[config.mk]
export PLATFORM = sky130hd
export DESIGN_NAME = msu_ram_responder
export DESIGN_NICKNAME = d
export VERILOG_FILES = /design/src/rtl/msu_pkg.sv /design/src/rtl/msu_line_buf.sv /design/src/rtl/msu_ram_responder.sv
export SDC_FILE = /design/constraint.sdc
export NUM_CORES = 1
export LEC_CHECK = 0
export CORE_ASPECT_RATIO = 0.5
export CORE_MARGIN = 3
export CORE_UTILIZATION = 35
export DETAILED_ROUTE_END_ITERATION = 16
export GPL_TIMING_DRIVEN = 0
export PLACE_DENSITY_LB_ADDON = 0.3
export REMOVE_ABC_BUFFERS = 1
export SYNTH_ARGS = -nofsm -noshare
export SYNTH_HDL_FRONTEND = slang
export SYNTH_SLANG_ARGS = --single-unit
[constraint.sdc]
create_clock -name clk_sys -period 4.4 [get_ports clk_sys]
set_clock_uncertainty 0.15 [all_clocks]
set_input_delay 0.88 -clock clk_sys [delete_from_list [all_inputs] [get_ports clk_sys]]
set_output_delay 0.88 -clock clk_sys [all_outputs]
set_load 0.02 [all_outputs]
[src/rtl/msu_pkg.sv]
// Shared types and constants for the MSU memory-side read responder.
// Latency: n/a (declarations only).
// Backpressure: n/a.
package msu_pkg;

    localparam int MSU_WORD_W    = 64;
    localparam int MSU_BURST_LEN = 4;

    typedef enum logic [1:0] {
        IDLE  = 2'd0,
        ISSUE = 2'd1,
        FILL  = 2'd2
    } msu_state_e;

    // Index width of a line; a 2-word line still needs one index bit.
    function automatic int msu_idx_w(input int burst_len);
        return (burst_len > 2) ? $clog2(burst_len) : 1;
    endfunction

endpackage

[src/rtl/msu_line_buf.sv]
// One-line burst buffer: DEPTH x 64-bit words, synchronous write, combinational read.
// Latency: write visible on the read port the cycle after the write edge.
// Backpressure: none; writes are accepted every cycle we is high.
module msu_line_buf
    import msu_pkg::*;
#(
    parameter int DEPTH = MSU_BURST_LEN,
    parameter int IDX_W = 2
) (
    input  logic                  clk_sys,
    input  logic                  we,
    input  logic [IDX_W-1:0]      wr_idx,
    input  logic [MSU_WORD_W-1:0] wr_dat,
    input  logic [IDX_W-1:0]      rd_idx,
    output logic [MSU_WORD_W-1:0] rd_dat
);

    logic [MSU_WORD_W-1:0] mem_q [DEPTH];
    logic [MSU_WORD_W-1:0] mem_d [DEPTH];

    always_comb begin
        mem_d = mem_q;
        if (we) begin
            mem_d[wr_idx] = wr_dat;
        end
    end

    // Contents are qualified by line_valid in the responder, so no reset here.
    always_ff @(posedge clk_sys) begin
        mem_q <= mem_d;
    end

    assign rd_dat = mem_q[rd_idx];

endmodule

[src/rtl/msu_ram_responder.sv]
// Memory side of the MSU toggle req/ack read channel, backed by a one-line burst buffer.
// Latency: hit acks 1 cycle after req is seen; miss acks 1 cycle after the critical beat.
// Backpressure: holds mem_rd/mem_addr while mem_waitrequest; client waits while req != ack.
module msu_ram_responder
    import msu_pkg::*;
#(
    parameter int BURST_LEN = MSU_BURST_LEN,
    parameter int ADDR_W    = 29
) (
    input  logic                  clk_sys,
    input  logic                  reset_n,
    input  logic [ADDR_W-1:0]     req_addr,
    input  logic                  req,
    output logic                  ack,
    output logic [MSU_WORD_W-1:0] req_dout,
    input  logic                  flush,
    output logic [ADDR_W-1:0]     mem_addr,
    output logic [7:0]            mem_burstcnt,
    output logic                  mem_rd,
    input  logic                  mem_waitrequest,
    input  logic [MSU_WORD_W-1:0] mem_rdata,
    input  logic                  mem_rdvalid
);

    localparam int               IDX_W     = msu_idx_w(BURST_LEN);
    localparam int               TAG_W     = ADDR_W - IDX_W;
    localparam logic [IDX_W-1:0] LAST_BEAT = IDX_W'(BURST_LEN - 1);

    msu_state_e            state_q, state_d;
    logic                  ack_q, ack_d;
    logic [MSU_WORD_W-1:0] dout_q, dout_d;
    logic                  mem_rd_q, mem_rd_d;
    logic [ADDR_W-1:0]     mem_addr_q, mem_addr_d;
    logic                  line_valid_q, line_valid_d;
    logic                  flush_pend_q, flush_pend_d;
    logic [TAG_W-1:0]      tag_q, tag_d;
    logic [ADDR_W-1:0]     cur_addr_q, cur_addr_d;
    logic [IDX_W-1:0]      beat_q, beat_d;

    logic [TAG_W-1:0]      req_tag;
    logic [IDX_W-1:0]      req_idx;
    logic [TAG_W-1:0]      cur_tag;
    logic [IDX_W-1:0]      cur_idx;
    logic                  pending;
    logic                  hit;
    logic                  buf_we;
    logic [MSU_WORD_W-1:0] buf_rd_dat;

    assign req_tag = req_addr[ADDR_W-1:IDX_W];
    assign req_idx = req_addr[IDX_W-1:0];
    assign cur_tag = cur_addr_q[ADDR_W-1:IDX_W];
    assign cur_idx = cur_addr_q[IDX_W-1:0];
    assign pending = (req != ack_q);
    // A flush arriving with the request forces a refill rather than serving stale data.
    assign hit     = line_valid_q && (tag_q == req_tag) && !flush;

    msu_line_buf #(
        .DEPTH (BURST_LEN),
        .IDX_W (IDX_W)
    ) u_line_buf (
        .clk_sys (clk_sys),
        .we      (buf_we),
        .wr_idx  (beat_q),
        .wr_dat  (mem_rdata),
        .rd_idx  (req_idx),
        .rd_dat  (buf_rd_dat)
    );

    always_comb begin
        state_d      = state_q;
        ack_d        = ack_q;
        dout_d       = dout_q;
        mem_rd_d     = mem_rd_q;
        mem_addr_d   = mem_addr_q;
        line_valid_d = line_valid_q;
        flush_pend_d = flush_pend_q;
        tag_d        = tag_q;
        cur_addr_d   = cur_addr_q;
        beat_d       = beat_q;
        buf_we       = 1'b0;

        case (state_q)
            IDLE: begin
                if (flush) begin
                    line_valid_d = 1'b0;
                end
                if (pending) begin
                    cur_addr_d = req_addr;
                    if (hit) begin
                        dout_d = buf_rd_dat;
                        ack_d  = req;
                    end else begin
                        mem_addr_d   = {req_tag, {IDX_W{1'b0}}};
                        mem_rd_d     = 1'b1;
                        line_valid_d = 1'b0;
                        state_d      = ISSUE;
                    end
                end
            end

            ISSUE: begin
                if (flush) begin
                    flush_pend_d = 1'b1;
                end
                if (!mem_waitrequest) begin
                    mem_rd_d = 1'b0;
                    beat_d   = '0;
                    state_d  = FILL;
                end
            end

            FILL: begin
                if (flush) begin
                    flush_pend_d = 1'b1;
                end
                if (mem_rdvalid) begin
                    buf_we = 1'b1;
                    beat_d = beat_q + 1'b1;
                    // Critical word first: the client is released as soon as its beat lands.
                    if (beat_q == cur_idx) begin
                        dout_d = mem_rdata;
                        ack_d  = req;
                    end
                    if (beat_q == LAST_BEAT) begin
                        tag_d        = cur_tag;
                        line_valid_d = ~(flush_pend_q | flush);
                        flush_pend_d = 1'b0;
                        state_d      = IDLE;
                    end
                end
            end

            default: begin
                state_d = IDLE;
            end
        endcase
    end

    always_ff @(posedge clk_sys) begin
        if (!reset_n) begin
            state_q      <= IDLE;
            ack_q        <= 1'b0;
            dout_q       <= '0;
            mem_rd_q     <= 1'b0;
            mem_addr_q   <= '0;
            line_valid_q <= 1'b0;
            flush_pend_q <= 1'b0;
            tag_q        <= '0;
            cur_addr_q   <= '0;
            beat_q       <= '0;
        end else begin
            state_q      <= state_d;
            ack_q        <= ack_d;
            dout_q       <= dout_d;
            mem_rd_q     <= mem_rd_d;
            mem_addr_q   <= mem_addr_d;
            line_valid_q <= line_valid_d;
            flush_pend_q <= flush_pend_d;
            tag_q        <= tag_d;
            cur_addr_q   <= cur_addr_d;
            beat_q       <= beat_d;
        end
    end

    assign ack          = ack_q;
    assign req_dout     = dout_q;
    assign mem_rd       = mem_rd_q;
    assign mem_addr     = mem_addr_q;
    assign mem_burstcnt = 8'(BURST_LEN);

endmodule

==> run summary <==
clock buffer count from CTS - 40
PortBufs - 191
drt total wl - 45.8 mm
WS Path Type - in -> reg
WP data arrival - 3.41 ns
ys async rst share - 0%
r2r startpoint - state_q[0]$_SDFFE_PN0P_
Final Slew Violations - 0
Post-CTS Repair Setup Buffers - 0
P&R area growth vs syn - 22.5%
HP Start - cur_addr_q[19]$_SDFFE_PN0P_
CP Data Required Time - 4.47 ns
drt pass-1 iters - 5
DP Cell Count - 2098
max_cap viols - 0
vias in the first global route - 12.0k
Peak supply drop - 0.282 mV
vias - 12.2k
core area - 0.0492 mm²
Clock Path Buffers - 3
endpoints failing hold - 0
initial antenna violation count - 7
Starting Density - 36.0%
count of state elements after synthesis - 411
# DRC - 0
proportion of layout cells with a drive suffix above 1 - 11.9%
static leakage - 7.49 nW
Slew HR - 24.1%
GRT met3 Usage - 2.44%
clock sinks - 411
CP max FO - 47
Cells after Synth - 1361
Non-Filler Instances - 2179
Site Rows - 57
Placer Congestion - 0.704
synth unique cells - 50
drt via density - 5.59
status - completed
GR Util met2 - 28.9%
pin count of the biggest net entering global routing - 139
ys flop type - edfxtp_1
sequential share of the synthesized area - 60.9%
startpoint types - input pin
Wirelength per Cell - 21.0 µm
Tcrit/Tclk final - 76.0%
synthesized area - 0.0177 mm²
CTS-repair resized insts - 0
Pwr Total - 12.4 mW
Global Route met1 Usage - 22.0%
worst skew pair latency - 0.54 ns
CTS tree - built
gr usage total - 16.8%
Initial DRC Count - 844
fin nets - 1597
Tightest Pin Transition - 1.14 ns
GR Overflow Total - 0
EDFF count, synth - 256
Die Width - 324 µm
setup TNS - 0 ns
CP Capture Type - flip-flop
power density of the placed cells - 570 mW/mm²
dpl cell area - 0.0203 mm²
first-pass GRT wire length - 70.4 mm
CTS H-tree depth - 2
total die area - 0.0535 mm²
syn avg cell area - 13.0 µm²
Die Height - 165 µm
worst hold path type - reg -> reg
final setup vio count - 0
CP startpoint - mem_rdvalid
post-DP HPWL - 26.7 mm
synth warn - 0
Max Freq - 299 MHz
Design Area, Final - 0.0217 mm²
clock root buffer - clkbuf_16
Tmin final - 3.34 ns
CTS Hold Bufs - 0
GRT Max-Usage Layer - met2
Reg clk slew, reported paths - 0.06 ns
Post-DRT Antenna Nets - 0
Top-Level Pins - 202
RSZ-0062 raised after global routing - false
[per-layer routing]
layer | vias up | part of all wire [%]
met3 | 66 | 4.2
met2 | 299 | 51
met4 | 2 | 2.2
li1 | 5557 | -
met5 | - | 0.020
met1 | 6255 | 42
[worst max-delay path: stages]
cell             delay [ns]
clkdlybuf4s50_1        0.63
nand3_2                0.64
inv_4                  0.83
buf_16                 0.33
[cells by family (layout without fill, tap and decap cells)]
logic type               count (synthesis)  after routing  synth area share [%]
multiplexers                           156            156                  13.3
XOR/XNOR                                30             30                  1.53
other                                    2             17                0.0424
adder cells (fa/ha/maj)                  7              7                 0.495
AND/OR/NAND/NOR                        403            403                  10.6
buffers and inverters                  146            300                  4.21
AO/OA/AOI/OAI                          206            206                  8.83
flip-flops                             411            411                  60.9
[cell usage in the layout (no fill, tap or decap), types with 4 or more instances in the layout]
cell type        synthesis  final
nand4_1                 70     70
mux2i_1                 91     91
o2111ai_1               64     64
conb_1                   2     10
edfxtp_1               256    256
ha_1                     7      6
dfxtp_1                155    155
buf_6                   16      9
a32oi_1                 64     64
clkinv_2                 0     10
nand3_1                 71     70
mux4_2                  64     64
buf_16                   0      8
a21oi_1                 60     59
xnor2_1                 27     27
clkbuf_8                 0      6
clkdlybuf4s50_1          0    188
buf_8                    0      4
nor2_1                  67     66
clkbuf_16                0     42
clkbuf_1                80      7
inv_1                    6      5
nand2_1                175    175
buf_12                   0      8
diode_2                  0      7
[cell type report]
cell class | count | area [µm²]
repair buffers | 218 | 2430
well taps | 649 | 812
diodes | 7 | 17.5
clock buffers | 57 | 1170
fillers | 4469 | 27500
flip-flops and latches | 411 | 10800
inverters | 8 | 35.0
clock inverters | 17 | 168
multi-input cells | 812 | 6260
[power breakdown]
group          leakage [nW]  internal [mW]  switching, mW  total (mW)
clock network         0.674           2.04           1.48        3.52
registers              3.57           4.58          0.312        4.89
logic                  3.24           1.58           2.36        3.94
[cell usage after synthesis (2+ instances only)]
library cell | count | area, µm²
edfxtp_1 | 256 | 7690
nand2_1 | 175 | 657
dfxtp_1 | 155 | 3100
mux2i_1 | 91 | 911
clkbuf_1 | 80 | 300
nand3_1 | 71 | 355
nand4_1 | 70 | 438
nor2_1 | 67 | 251
a32oi_1 | 64 | 561
mux4_2 | 64 | 1440
o2111ai_1 | 64 | 561
a21oi_1 | 60 | 300
xnor2_1 | 27 | 236
buf_2 | 20 | 100
buf_6 | 16 | 180
buf_4 | 14 | 105
buf_1 | 8 | 30.0
ha_1 | 7 | 87.6
inv_1 | 6 | 22.5
and3_1 | 4 | 25.0
o211ai_1 | 3 | 22.5
a2111o_1 | 2 | 22.5
a22oi_1 | 2 | 15.0
conb_1 | 2 | 7.51
inv_2 | 2 | 7.51
nand2b_1 | 2 | 12.5
nor2b_1 | 2 | 12.5
nor4_4 | 2 | 42.5
o21ai_0 | 2 | 10.0
o22ai_1 | 2 | 12.5
xor2_1 | 2 | 17.5
[flip-flops by register name, summed over array words and instances (netlist names)]
| name | flops |
|---|---|
| ack | 1 |
| beat_q | 2 |
| cur_addr_q | 29 |
| flush_pend_q | 1 |
| line_valid_q | 1 |
| mem_addr | 27 |
| mem_rd | 1 |
| req_dout | 64 |
| state_q | 2 |
| tag_q | 27 |
| u_line_buf.mem_q | 256 |
[metrics by stage]
stage / util, % / hold slack (ns) / worst slack (ns)
floorplan: - / 0.282 / -0.836
finish: 44.1 / 0.296 / 1.06
global route: 44.1 / 0.316 / 0.895
CTS: 44.0 / 0.303 / 0.441
global placement: 40.1 / 0.288 / -11.92
detailed placement: 41.3 / 0.293 / -0.150
[worst paths after layout]
check | to | slack, ns | depth (start not counted)
worst min register to register | tag_q[17]$_SDFFE_PN0P_ | 0.30 | 2
worst min-delay path | tag_q[17]$_SDFFE_PN0P_ | 0.30 | 2
worst max-delay path | u_line_buf.mem_q[27]$_DFFE_PP_ | 1.06 | 4
worst max register to register | u_line_buf.mem_q[27]$_DFFE_PP_ | 1.17 | 5
No activity file was read; power rests on OpenSTA's default activity.
